===== src/rtl/rx_time_parser.sv =====
// Parses "T"/"t" + YYMMDDWHHMMSS + CR/LF from the UART Rx byte stream into BCD time registers.
// Latency: setStrobe two clocks after the terminator is sampled when rtcBusy is low; errStrobe one clock after the rejecting event.
// Backpressure: no Rx flow control; bytes arriving while parseBusy is high are dropped, and ISSUE stalls while rtcBusy is high.
module rx_time_parser #(
    parameter int TIMEOUT = 50000000
) (
    input  logic       clk,
    input  logic       rst,
    input  logic [7:0] rxData,
    input  logic       rxValid,
    input  logic       rtcBusy,
    output logic       setStrobe,
    output logic       errStrobe,
    output logic       parseBusy,
    output logic [7:0] secData,
    output logic [7:0] minData,
    output logic [7:0] hrsData,
    output logic [7:0] dateData,
    output logic [7:0] monData,
    output logic [7:0] yrData,
    output logic [7:0] dayData
);

    localparam int             CW       = $clog2(TIMEOUT + 1);
    localparam logic [CW-1:0]  TMO_LAST = CW'(TIMEOUT - 1);
    localparam int             NDIG     = 13;

    typedef enum logic [2:0] {
        IDLE,
        DIGITS,
        WAIT_TERM,
        CHECK,
        ISSUE,
        DISCARD
    } state_t;

    state_t          state_q;
    logic [3:0]      cnt_q;
    logic [CW-1:0]   tmo_q;
    logic [3:0]      dig_q [NDIG];

    logic            set_q;
    logic            err_q;
    logic            busy_q;
    logic [7:0]      sec_q, min_q, hrs_q, date_q, mon_q, yr_q, day_q;

    logic            is_cmd;
    logic            is_digit;
    logic            is_term;
    logic            range_ok;

    // Byte classification of the current Rx byte.
    always_comb begin
        is_cmd   = (rxData == 8'h54) || (rxData == 8'h74);
        is_digit = (rxData >= 8'h30) && (rxData <= 8'h39);
        is_term  = (rxData == 8'h0D) || (rxData == 8'h0A);
    end

    // Range check of the buffered fields; buffer order is Y Y M M D D W H H M M S S.
    // Every stored nibble is already 0-9, so only field limits need testing.
    always_comb begin
        range_ok = 1'b1;
        // month 01-12
        if (!(((dig_q[2] == 4'd0) && (dig_q[3] != 4'd0)) ||
              ((dig_q[2] == 4'd1) && (dig_q[3] <= 4'd2))))
            range_ok = 1'b0;
        // date 01-31
        if (!(((dig_q[4] == 4'd0) && (dig_q[5] != 4'd0)) ||
              (dig_q[4] == 4'd1) || (dig_q[4] == 4'd2) ||
              ((dig_q[4] == 4'd3) && (dig_q[5] <= 4'd1))))
            range_ok = 1'b0;
        // day of week 1-7
        if ((dig_q[6] == 4'd0) || (dig_q[6] > 4'd7))
            range_ok = 1'b0;
        // hours 00-23
        if (!((dig_q[7] <= 4'd1) || ((dig_q[7] == 4'd2) && (dig_q[8] <= 4'd3))))
            range_ok = 1'b0;
        // minutes and seconds 00-59
        if ((dig_q[9] > 4'd5) || (dig_q[11] > 4'd5))
            range_ok = 1'b0;
    end

    // Parser FSM: state, digit buffer, inter-byte timeout, registered strobes and time registers.
    always_ff @(posedge clk) begin
        if (!rst) begin
            state_q <= IDLE;
            cnt_q   <= 4'd0;
            tmo_q   <= '0;
            for (int i = 0; i < NDIG; i++) dig_q[i] <= 4'd0;
            set_q   <= 1'b0;
            err_q   <= 1'b0;
            busy_q  <= 1'b0;
            sec_q   <= 8'h00;
            min_q   <= 8'h00;
            hrs_q   <= 8'h00;
            yr_q    <= 8'h00;
            date_q  <= 8'h01;
            mon_q   <= 8'h01;
            day_q   <= 8'h01;
        end else begin
            set_q <= 1'b0;
            err_q <= 1'b0;
            case (state_q)
                IDLE: begin
                    tmo_q <= '0;
                    if (rxValid && is_cmd) begin
                        state_q <= DIGITS;
                        cnt_q   <= 4'd0;
                    end
                end

                DIGITS, WAIT_TERM, DISCARD: begin
                    if (rxValid) begin
                        tmo_q <= '0;
                        if (state_q == DIGITS) begin
                            if (is_digit) begin
                                for (int i = 0; i < NDIG; i++)
                                    if (cnt_q == 4'(i)) dig_q[i] <= rxData[3:0];
                                cnt_q <= cnt_q + 4'd1;
                                if (cnt_q == 4'(NDIG - 1)) state_q <= WAIT_TERM;
                            end else if (is_term) begin
                                err_q   <= 1'b1;
                                state_q <= IDLE;
                            end else begin
                                state_q <= DISCARD;
                            end
                        end else if (state_q == WAIT_TERM) begin
                            if (is_term) begin
                                state_q <= CHECK;
                                busy_q  <= 1'b1;
                            end else begin
                                state_q <= DISCARD;
                            end
                        end else if (is_term) begin
                            err_q   <= 1'b1;
                            state_q <= IDLE;
                        end
                    end else if (tmo_q == TMO_LAST) begin
                        // Stalled command: abandon it.
                        tmo_q   <= '0;
                        err_q   <= 1'b1;
                        state_q <= IDLE;
                    end else begin
                        tmo_q <= tmo_q + CW'(1);
                    end
                end

                CHECK: begin
                    tmo_q <= '0;
                    if (range_ok) begin
                        state_q <= ISSUE;
                    end else begin
                        err_q   <= 1'b1;
                        busy_q  <= 1'b0;
                        state_q <= IDLE;
                    end
                end

                ISSUE: begin
                    tmo_q <= '0;
                    if (!rtcBusy) begin
                        yr_q    <= {dig_q[0],  dig_q[1]};
                        mon_q   <= {dig_q[2],  dig_q[3]};
                        date_q  <= {dig_q[4],  dig_q[5]};
                        day_q   <= {4'd0,      dig_q[6]};
                        hrs_q   <= {dig_q[7],  dig_q[8]};
                        min_q   <= {dig_q[9],  dig_q[10]};
                        sec_q   <= {dig_q[11], dig_q[12]};
                        set_q   <= 1'b1;
                        busy_q  <= 1'b0;
                        state_q <= IDLE;
                    end
                end

                default: begin
                    tmo_q   <= '0;
                    busy_q  <= 1'b0;
                    state_q <= IDLE;
                end
            endcase
        end
    end

    assign setStrobe = set_q;
    assign errStrobe = err_q;
    assign parseBusy = busy_q;
    assign secData   = sec_q;
    assign minData   = min_q;
    assign hrsData   = hrs_q;
    assign dateData  = date_q;
    assign monData   = mon_q;
    assign yrData    = yr_q;
    assign dayData   = day_q;

endmodule


===== config.mk =====
export PLATFORM = sky130hd
export DESIGN_NAME = rx_time_parser
export DESIGN_NICKNAME = d
export VERILOG_FILES = /design/src/rtl/rx_time_parser.sv
export SDC_FILE = /design/constraint.sdc
export NUM_CORES = 1
export LEC_CHECK = 0
export ABC_AREA = 1
export BUFFER_PORTS_ARGS = -buffer_cell sky130_fd_sc_hd__buf_2
export CORE_MARGIN = 1
export CORE_UTILIZATION = 52
export DETAILED_ROUTE_END_ITERATION = 8
export PLACE_DENSITY_LB_ADDON = 0.15
export SYNTH_ARGS = -nofsm -noshare
export SYNTH_HDL_FRONTEND = slang
export SYNTH_SLANG_ARGS = --single-unit

===== constraint.sdc =====
create_clock -name clk -period 1.6 [get_ports clk]
set_input_delay 0.08 -clock clk [delete_from_list [all_inputs] [get_ports clk]]
set_output_delay 0.08 -clock clk [all_outputs]
set_load 0.01 [all_outputs]

==> flow_summary.rst <==
.. list-table::
   :header-rows: 1

   * - Metric
     - Value
   * - Setup-failing EPs final
     - 29
   * - Number of iterations in the first detailed-routing pass
     - 5
   * - Insertion delay to the later sink of the worst-skew pair
     - 0.42 ns
   * - Status
     - complete, but fails checks
   * - Critical path, cell by cell
     - inv_2, nor2_4, nand2_2, inv_2, nand2_4, nor3_4, nand3_2, nand2_2
   * - Final Non-Filler Cells
     - 1,034
   * - Clock transition at the registers of the reported paths
     - 0.06 ns
   * - Number of antenna cells inserted
     - 0
   * - TritonCTS clock tree
     - done
   * - Number of synthesized flops with an enable pin
     - 52
   * - Congestion Overflow GR
     - 0
   * - Worst IR Drop VDD
     - 0.976 mV
   * - Antenna-violating nets left
     - 0
   * - Buffer cell driving the clock tree root
     - clkbuf_16
   * - Time the final worst path needs with I/O delays and setup
     - 1.67 ns
   * - Global-route usage over all layers
     - 25.2%
   * - Initial antenna violation count
     - 0
   * - Total routed wirelength
     - 15,200 um
   * - Worst path buffer plus inverter count
     - 2
   * - Slew at the pin with the worst max-slew slack
     - 0.718 ns
   * - Worst rel slew slack
     - 52.0%
   * - Total half-perimeter wirelength after legalization and detailed placement
     - 10,400 um
   * - Layout Utilization
     - 70.3%
   * - Synth Cell Area
     - 6120 um2
   * - Clock tree skew after final layout
     - 0.00596 ns
   * - Nets
     - 895
   * - Count of state elements after synthesis
     - 140
   * - Detailed-route via count
     - 5,422
   * - Synth cell types
     - 40
   * - Final instance area
     - 8060 um2
   * - WL per Instance
     - 14.7 um
   * - Layout cell share with drive strength beyond 1
     - 31.3%
   * - Maximum number of pins on one net before global-route repair
     - 55
   * - Critical Path Start Type
     - flip-flop
   * - Fmax achieved
     - 599 MHz
   * - Maximum fanout encountered on the critical timing path
     - 4
   * - Proportion of register bits with asynchronous set or reset after synthesis
     - 0%
   * - YS warnings
     - 0
   * - Sequential-to-total area share from yosys stat
     - 54.3%
   * - Die Width
     - 111 um
   * - Max-cap violations
     - 0
   * - Standard-cell rows
     - 39
   * - Layout Area Growth over Synthesis
     - 31.6%
   * - Starting Density
     - 53.4%
   * - Inst Count DP
     - 992
   * - Area inside the core boundary
     - 11,500 um2
   * - Max clock buf depth
     - 2
   * - Setup repair after global routing missed its margin
     - true
   * - Delay of the slowest cell on the worst path
     - 0.33 ns
   * - Y dimension of the die
     - 111 um
   * - Required @ worst endpoint
     - 1.73 ns
   * - Clock buffers created by TritonCTS
     - 17
   * - Arrival time of data at the critical path endpoint
     - 1.80 ns
   * - Static power due to leakage
     - 3.51 nW
   * - Post-Syn Area per Cell
     - 8.14 um2
   * - First-pass GRT wire length
     - 24,400 um
   * - Max-slew violation count
     - 0
   * - Category of the most critical setup path
     - flip-flop to flip-flop
   * - Vias in the first global route
     - 5,216
   * - Area of the die
     - 12,200 um2
   * - Power Density
     - 1280 nW/um2
   * - Total cell area at the placement stage
     - 6980 um2
   * - Ports
     - 71
   * - Cell with the largest stage delay on the worst path
     - dfxtp_2
   * - Commonest non-fill, non-tap cell in the layout
     - nor2_1
   * - TritonCTS sink count
     - 140
   * - DRC violations left
     - 0
   * - Violations in the final reports
     - negative setup slack
   * - Minimum setup slack in the final design
     - -0.0708 ns
   * - Vias per std cell
     - 5.24
   * - Highest-count cells in the layout ignoring fill and taps
     - 171 x nor2_1, 105 x nand2_1, 77 x dfxtp_1, 66 x buf_2, 59 x buf_4
   * - Class of the tightest hold or removal check
     - input pin to flip-flop
   * - Critical Path End Type
     - flip-flop
   * - Family of cells with the greatest summed delay on the critical path
     - simple AND/OR/NAND/NOR gates
   * - Most used flip-flop cell after synthesis
     - dfxtp_1
   * - First DRT Iteration DRCs
     - 359
   * - Number of instances in the synthesized netlist
     - 752
   * - Share of the cycle needed by the critical path after routing
     - 104%
   * - GP Congestion
     - 0.831
   * - Final Hold Violating Endpoints
     - 0
   * - Total number of H-tree levels
     - 4
   * - Port Buf Inserts
     - 66
-- final timing paths --
| check | from | endpoint | slack [ns] | cells past startpoint |
|---|---|---|---|---|
| max | state_q[0] | dig_q[6][0] | -0.07 | 8 |
| min | rst | state_q[1] | 0.003 | 3 |
| max reg2reg | state_q[0] | dig_q[6][0] | -0.07 | 8 |
| min reg2reg | dig_q[12][0] | secData[0] | 0.47 | 2 |
-- routing by layer --
metal	share of wire [%]	GRT usage, %
met1	43	30.7
met2	51	43.2
met3	4.2	4.94
met4	2.0	11.1
met5	0	0
-- Yosys cell counts, drive strengths merged (2+ instances only) --
cell type,n,area (um2)
nand2,126,490
a21oi,26,130
nand3b,2,27.5
o211ai,2,15.0
dfxtp,88,1760
or2,8,50.1
o21ai,59,295
ha,5,62.6
a31oi,2,12.5
xor2,5,43.8
and3,2,12.5
nand4,12,75.1
nand3,41,225
xnor2,2,17.5
nor3,20,136
edfxtp,52,1560
nor2,199,774
clkbuf,20,75.1
buf,11,73.8
inv,63,236
-- what timing repair did --
item,in CTS,in global routing
hold buffers,0,0
pin swaps,4,20
endpoints found under the setup margin,56,128
resized for setup,22,88
buffers inserted,6,4
-- state kept, by name (all words and copies together) (netlist names) --
signal / cells
setStrobe: 1
hrsData: 8
secData: 8
dayData: 4
errStrobe: 1
yrData: 8
dig_q: 52
dateData: 8
parseBusy: 1
tmo_q: 26
cnt_q: 4
minData: 8
monData: 8
state_q: 3
-- worst register-to-register path, delay by kind of cell (launching register included) --
family / cells / cell delay [ns]
flip-flops: 1 / 0.33
AND/OR/NAND/NOR: 6 / 0.91
buffers and inverters: 2 / 0.15
-- cell families after synthesis --
kind of cell / share of synthesized area, %
and+or+nand+nor: 29.8
adders and majority gates: 1.02
DFF: 54.3
buffers and inverters: 6.35
xor gates and xnor gates: 1.00
AOI/OAI and AO/OA: 7.52
other: 0.0612
-- power breakdown --
group	switching, mW	leakage (nW)	internal [mW]	total [mW]
clock	1.53	0.307	2.57	4.11
combinational	1.28	1.97	0.839	2.11
sequential	0.149	1.23	3.98	4.13
total	2.96	3.51	7.40	10.4
-- through the flow --
step           power, mW  hold slack [ns]  setup slack (ns)  setup TNS [ns]
2_1_floorplan       5.30            0.298            0.0294               0
3_3_place_gp        5.93            0.437           -0.0990          -0.669
3_5_place_dp        5.98            0.447            -0.113           -1.86
4_1_cts             10.2        0.0000739           -0.0339          -0.605
5_1_grt             10.8           0.0250            -0.126           -5.20
6_report            10.4          0.00280           -0.0708           -1.04
-- cell type report --
| type | instances | area (um2) |
|---|---|---|
| clock buffer | 21 | 503 |
| clock inverter | 11 | 126 |
| fill | 902 | 3410 |
| inverter | 64 | 240 |
| multi-input combinational | 520 | 2760 |
| sequential | 140 | 3340 |
| tap | 143 | 179 |
| timing repair buffer | 135 | 912 |
(Power assumes the default switching activity.)
